File: config.mk
export PLATFORM = sky130hd
export DESIGN_NAME = alu_ctrl
export DESIGN_NICKNAME = d
export VERILOG_FILES = /design/src/rtl/alu_ctrl.sv
export SDC_FILE = /design/constraint.sdc
export NUM_CORES = 1
export LEC_CHECK = 0
export CAP_MARGIN = 30
export CORE_MARGIN = 5
export CORE_UTILIZATION = 30
export CTS_CLUSTER_SIZE = 30
export DETAILED_ROUTE_END_ITERATION = 16
export GPL_TIMING_DRIVEN = 0
export PLACE_DENSITY = 0.47
export SYNTH_ARGS = -nofsm -noshare
export SYNTH_HDL_FRONTEND = slang
export SYNTH_SLANG_ARGS = --single-unit
File: constraint.sdc
create_clock -name clk -period 21.5 [get_ports clk]
set_clock_uncertainty 0.1 [all_clocks]
set_input_delay 4.3 -clock clk [delete_from_list [all_inputs] [get_ports clk]]
set_output_delay 4.3 -clock clk [all_outputs]
set_load 0.05 [all_outputs]
File: src/rtl/alu_ctrl.sv
// alu_ctrl: 3-cycle instruction sequencer driving an external ALU over an 8x32 register file.
// Optional status flags are built only when ALU_CTRL_FLAGS_EN is defined.
module alu_ctrl #(
  parameter int DATA_W = 32
) (
  input  logic              clk,
  input  logic              rst,
  input  logic              instr_valid,
  input  logic [15:0]       instr,
  output logic              instr_ready,
  output logic [2:0]        alu_control,
  output logic [DATA_W-1:0] alu_a,
  output logic [DATA_W-1:0] alu_b,
  input  logic [DATA_W-1:0] alu_dout,
  input  logic              alu_cout,
  output logic              done,
  output logic              err,
  input  logic [2:0]        dbg_sel,
  output logic [DATA_W-1:0] dbg_data,
  output logic              flag_c,
  output logic              flag_z
);

  typedef enum logic [1:0] {
    S_IDLE,
    S_EXEC,
    S_DONE
  } state_t;

  localparam logic [2:0] OP_LDI = 3'b110;
  localparam logic [2:0] OP_ILL = 3'b111;

  state_t            r_state;
  state_t            w_next;
  logic [2:0]        r_op;
  logic [2:0]        r_rd;
  logic [9:0]        r_imm;
  logic [DATA_W-1:0] r_a;
  logic [DATA_W-1:0] r_b;
  logic [DATA_W-1:0] r_rf [8];

  logic              w_accept;
  logic              w_wr;
  logic [DATA_W-1:0] w_ra;
  logic [DATA_W-1:0] w_rb;
  logic [DATA_W-1:0] w_wdata;

  always_ff @(posedge clk or posedge rst) begin
    if (rst) r_state <= S_IDLE;
    else     r_state <= w_next;
  end

  always_comb begin
    w_next = r_state;
    unique case (r_state)
      S_IDLE:  if (instr_valid) w_next = S_EXEC;
      S_EXEC:  w_next = S_DONE;
      S_DONE:  w_next = S_IDLE;
      default: w_next = S_IDLE;
    endcase
  end

  assign instr_ready = (r_state == S_IDLE) && !rst;
  assign w_accept    = instr_valid && instr_ready;

  // r0 is never written, but reads are gated so it is zero by construction
  assign w_ra = (instr[9:7] == 3'd0) ? '0 : r_rf[instr[9:7]];
  assign w_rb = (instr[6:4] == 3'd0) ? '0 : r_rf[instr[6:4]];

  always_ff @(posedge clk or posedge rst) begin
    if (rst) begin
      r_op  <= '0;
      r_rd  <= '0;
      r_imm <= '0;
      r_a   <= '0;
      r_b   <= '0;
    end else if (w_accept) begin
      r_op  <= instr[15:13];
      r_rd  <= instr[12:10];
      r_imm <= instr[9:0];
      r_a   <= w_ra;
      r_b   <= w_rb;
    end
  end

  assign w_wr = (r_state == S_EXEC) && (r_op != OP_ILL)
             && (r_rd != 3'd0);
  assign w_wdata = (r_op == OP_LDI)
                 ? {{(DATA_W-10){1'b0}}, r_imm}
                 : alu_dout;

  always_ff @(posedge clk or posedge rst) begin
    if (rst) begin
      for (int i = 0; i < 8; i++) r_rf[i] <= '0;
    end else if (w_wr) begin
      r_rf[r_rd] <= w_wdata;
    end
  end

  assign alu_control = r_op;
  assign alu_a       = r_a;
  assign alu_b       = r_b;
  assign done        = (r_state == S_DONE);
  assign err         = done && (r_op == OP_ILL);
  assign dbg_data    = (dbg_sel == 3'd0) ? '0 : r_rf[dbg_sel];

`ifdef ALU_CTRL_FLAGS_EN
  logic r_flag_c;
  logic r_flag_z;

  always_ff @(posedge clk or posedge rst) begin
    if (rst) begin
      r_flag_c <= 1'b0;
      r_flag_z <= 1'b0;
    end else if (r_state == S_EXEC) begin
      if (r_op == 3'b100 || r_op == 3'b101) r_flag_c <= alu_cout;
      if (r_op <= 3'b101) r_flag_z <= (alu_dout == '0);
    end
  end

  assign flag_c = r_flag_c;
  assign flag_z = r_flag_z;
`else
  logic w_unused_cout;
  assign w_unused_cout = alu_cout;
  assign flag_c = 1'b0;
  assign flag_z = 1'b0;
`endif

endmodule
==> out/metrics.yaml <==
path_delay_family: "buffers and inverters"
max_freq_ghz: 0.0865
async_flop_share_pct: 100
syn-cell-area_um2: 16500
drt_iter0_markers: 1496
finalSetupTns_ns: 0
vdd_drop_max_mv: 0.0551
ys_ff_latch: 306
antenna_cells: 0
whs_ns: 0.406
yosysMostFrequentCell: "dfrtp_1"
io_pins: 159
cts_resized: 0
fin_crit_ns: 11.56
cts_sinks: 306
crit_arrival_ns: 7.16
cp-end-kind: "output pin"
sw_frac_of_total_pct: 42.0
layout.nets: 1830
startpoint: "dbg_sel[1]"
p_comb_share_pct: 40.5
grt_pass1_vias: 14800
slew_headroom_pct: 26.6
yosysWarnings: 0
clk_pin_slew_ns: 0.06
via_per_inst: 5.73
syn_inst: 1581
ctsHtreeMaxLevel: 2
die-height_um: 244
die_width_um: 244
finalHoldViolCount: 0
cts_inserted_buffers: 37
grt_max_degree: 120
area_growth_pct: 22.4
max_cap_viol_count: 0
worstSetupStartpointType: "primary input"
num_rows: 86
hpwl_mm: 48.3
path_common_cell: "buf_2"
crit_type: "primary input to output pin"
p_leak_nw: 8.86
p_clk_share_pct: 21.4
netlist.area_leader.share_pct: 46.4
cts_tree: "built"
hold_depth: 1
critical_path.max_fanout: 10
synth-edff-count: 0
synth_cell_types: 36
drc_errors: 0
clock_latency_ns: 0.56
layout-drive-gt1-share_pct: 18.4
coreArea_um2: 54800
synth_flop_cell: "dfrtp_1"
drt-pass1-iter-count: 5
yosys-top-cells-count: "306 x dfrtp_1, 249 x nand2_1, 207 x o21ai_0, 138 x mux2i_1, 111 x mux2_2"
rsz0062_at_grt: "false"
port_buffers: 149
slowest_stage: "clkdlybuf4s50_1"
synth.avg_cell_area_um2: 10.4
cp.required_ns: 17.10
r2r-start: "alu_control[2]"
hp-class: "register to register"
num_vias: 14300
start_util_pct: 30.1
max_stage_delay_ns: 0.92
grt-ovfl-total: 0
clock_path_buffers: 3
root_buffer: "clkbuf_16"
grt_pass1_wl_mm: 105
dieArea_um2: 59700
status: "complete, no violations"
grt_antenna_before_repair: 0
synthTopCellsByArea: "dfrtp_1 46%, mux2i_1 8.4%, mux2_2 7.6%"
gp_congestion: 0.863
p_int_mw: 1.72
yosys.area.top_type: "dfrtp_1"
endpoint: "dbg_data[31]"
ant_nets: 0
p_seq_share_pct: 38.2
worst_pin_slew_ns: 1.10
ys_seq_area_share_pct: 46.4
routed_wl_mm: 73.2
path_depth: 6
post-route-period-util_pct: 53.8
crit_chain: "buf_2, nor2b_1, buf_2, a22oi_1, o21ai_0, clkdlybuf4s50_1"
holdBufCountCts: 0
fill_cells: 5536
r2r-end: "r_rf[166]"
r2r_setup_slack_ns: 19.27
maxSlewViolCount: 0
gr-usage-all-layers_pct: 23.8
drt-wirelength-per-cell_um: 29.2
total_power_mw: 2.97
post-route-util_pct: 36.8
post_cts_buffers: 0
reg2reg_depth: 4
p_switching_mw: 1.25
setup-violations-final: 0
path_buf_inv: 3
powerDensity_nw_per_um2: 147
power by group through the flow:
stage,Sequential [mW],Combinational [mW],Clock [mW]
2_1_floorplan,1.22,0.678,0
3_3_place_gp,1.12,1.18,0
3_5_place_dp,1.13,1.20,0
4_1_cts,1.12,1.20,0.646
5_1_grt,1.17,1.30,0.668
6_report,1.13,1.20,0.634
registers in the layout, indices dropped and copies added (netlist names):
register,cells
r_rd,3
r_imm,10
alu_control,3
alu_b,32
r_rf,224
r_state,2
alu_a,32
cell families after synthesis:
kind of cell | Yosys count | synth area share [%]
other | 1 | 0.0227
flip-flops | 306 | 46.4
buffers and inverters | 170 | 5.58
AO/OA/AOI/OAI | 478 | 18.2
multiplexers | 283 | 20.5
AND/OR/NAND/NOR | 343 | 9.25
layout by cell type, fill, tap and decap left out, types with 3 or more instances in the layout:
cell type,Yosys,layout
inv_1,32,31
buf_16,0,3
nand4_4,4,4
and2b_1,4,4
clkbuf_1,36,46
buf_2,64,64
clkbuf_16,0,39
a22oi_1,18,18
o21ai_0,207,207
o21ai_1,18,18
nand2b_1,4,4
nand4b_4,3,3
nor2_1,64,64
clkbuf_8,0,9
and2_1,3,3
dfrtp_1,306,306
o22a_1,17,17
a221oi_1,64,64
a221oi_2,13,13
buf_6,17,17
mux2_2,111,111
mux4_2,33,33
nor2b_1,5,5
buf_4,19,20
o22ai_1,45,45
mux2i_1,138,138
nand2_1,249,249
clkdlybuf4s50_1,0,149
o221ai_1,17,17
a21oi_1,77,77
metrics by stage:
stage,cell area (um^2),setup WS [ns],instances
6_report,20200,9.94,2504
5_1_grt,20200,9.85,2504
4_1_cts,20200,9.97,2503
3_5_place_dp,18900,9.99,2439
3_3_place_gp,18900,4.11,2435
2_1_floorplan,16500,8.63,1582
how the worst min path moves through the flow:
stage | start | to | slack [ns]
after global routing | r_imm[7] | r_imm[7] | 0.42
after global placement | r_imm[0] | r_imm[0] | 0.39
after CTS | r_imm[0] | r_imm[0] | 0.41
after floorplan | r_state[1] | r_state[0] | 0.36
final | r_imm[1] | r_imm[1] | 0.41
after detailed placement | r_imm[0] | r_imm[0] | 0.40
metal layers:
layer | wire length [um] | up-vias | track usage, %
met5 | 0 | - | 0
met4 | 3100 | 0 | 9.88
met3 | 5300 | 177 | 4.30
met2 | 33500 | 668 | 37.6
met1 | 31300 | 7306 | 32.4
li1 | - | 6192 | -
cell type report:
cell class | instances | area (um^2) | share of cell area (%)
inverter | 32 | 128 | 0.632
clock inverter | 6 | 63.8 | 0.316
multi-input combinational | 1106 | 7920 | 39.2
timing repair buffer | 154 | 1600 | 7.91
clock buffer | 58 | 1140 | 5.64
buffer | 138 | 800 | 3.96
tap | 704 | 881 | 4.37
sequential | 306 | 7660 | 37.9
Note: power is estimated with default switching activity, not from simulation.
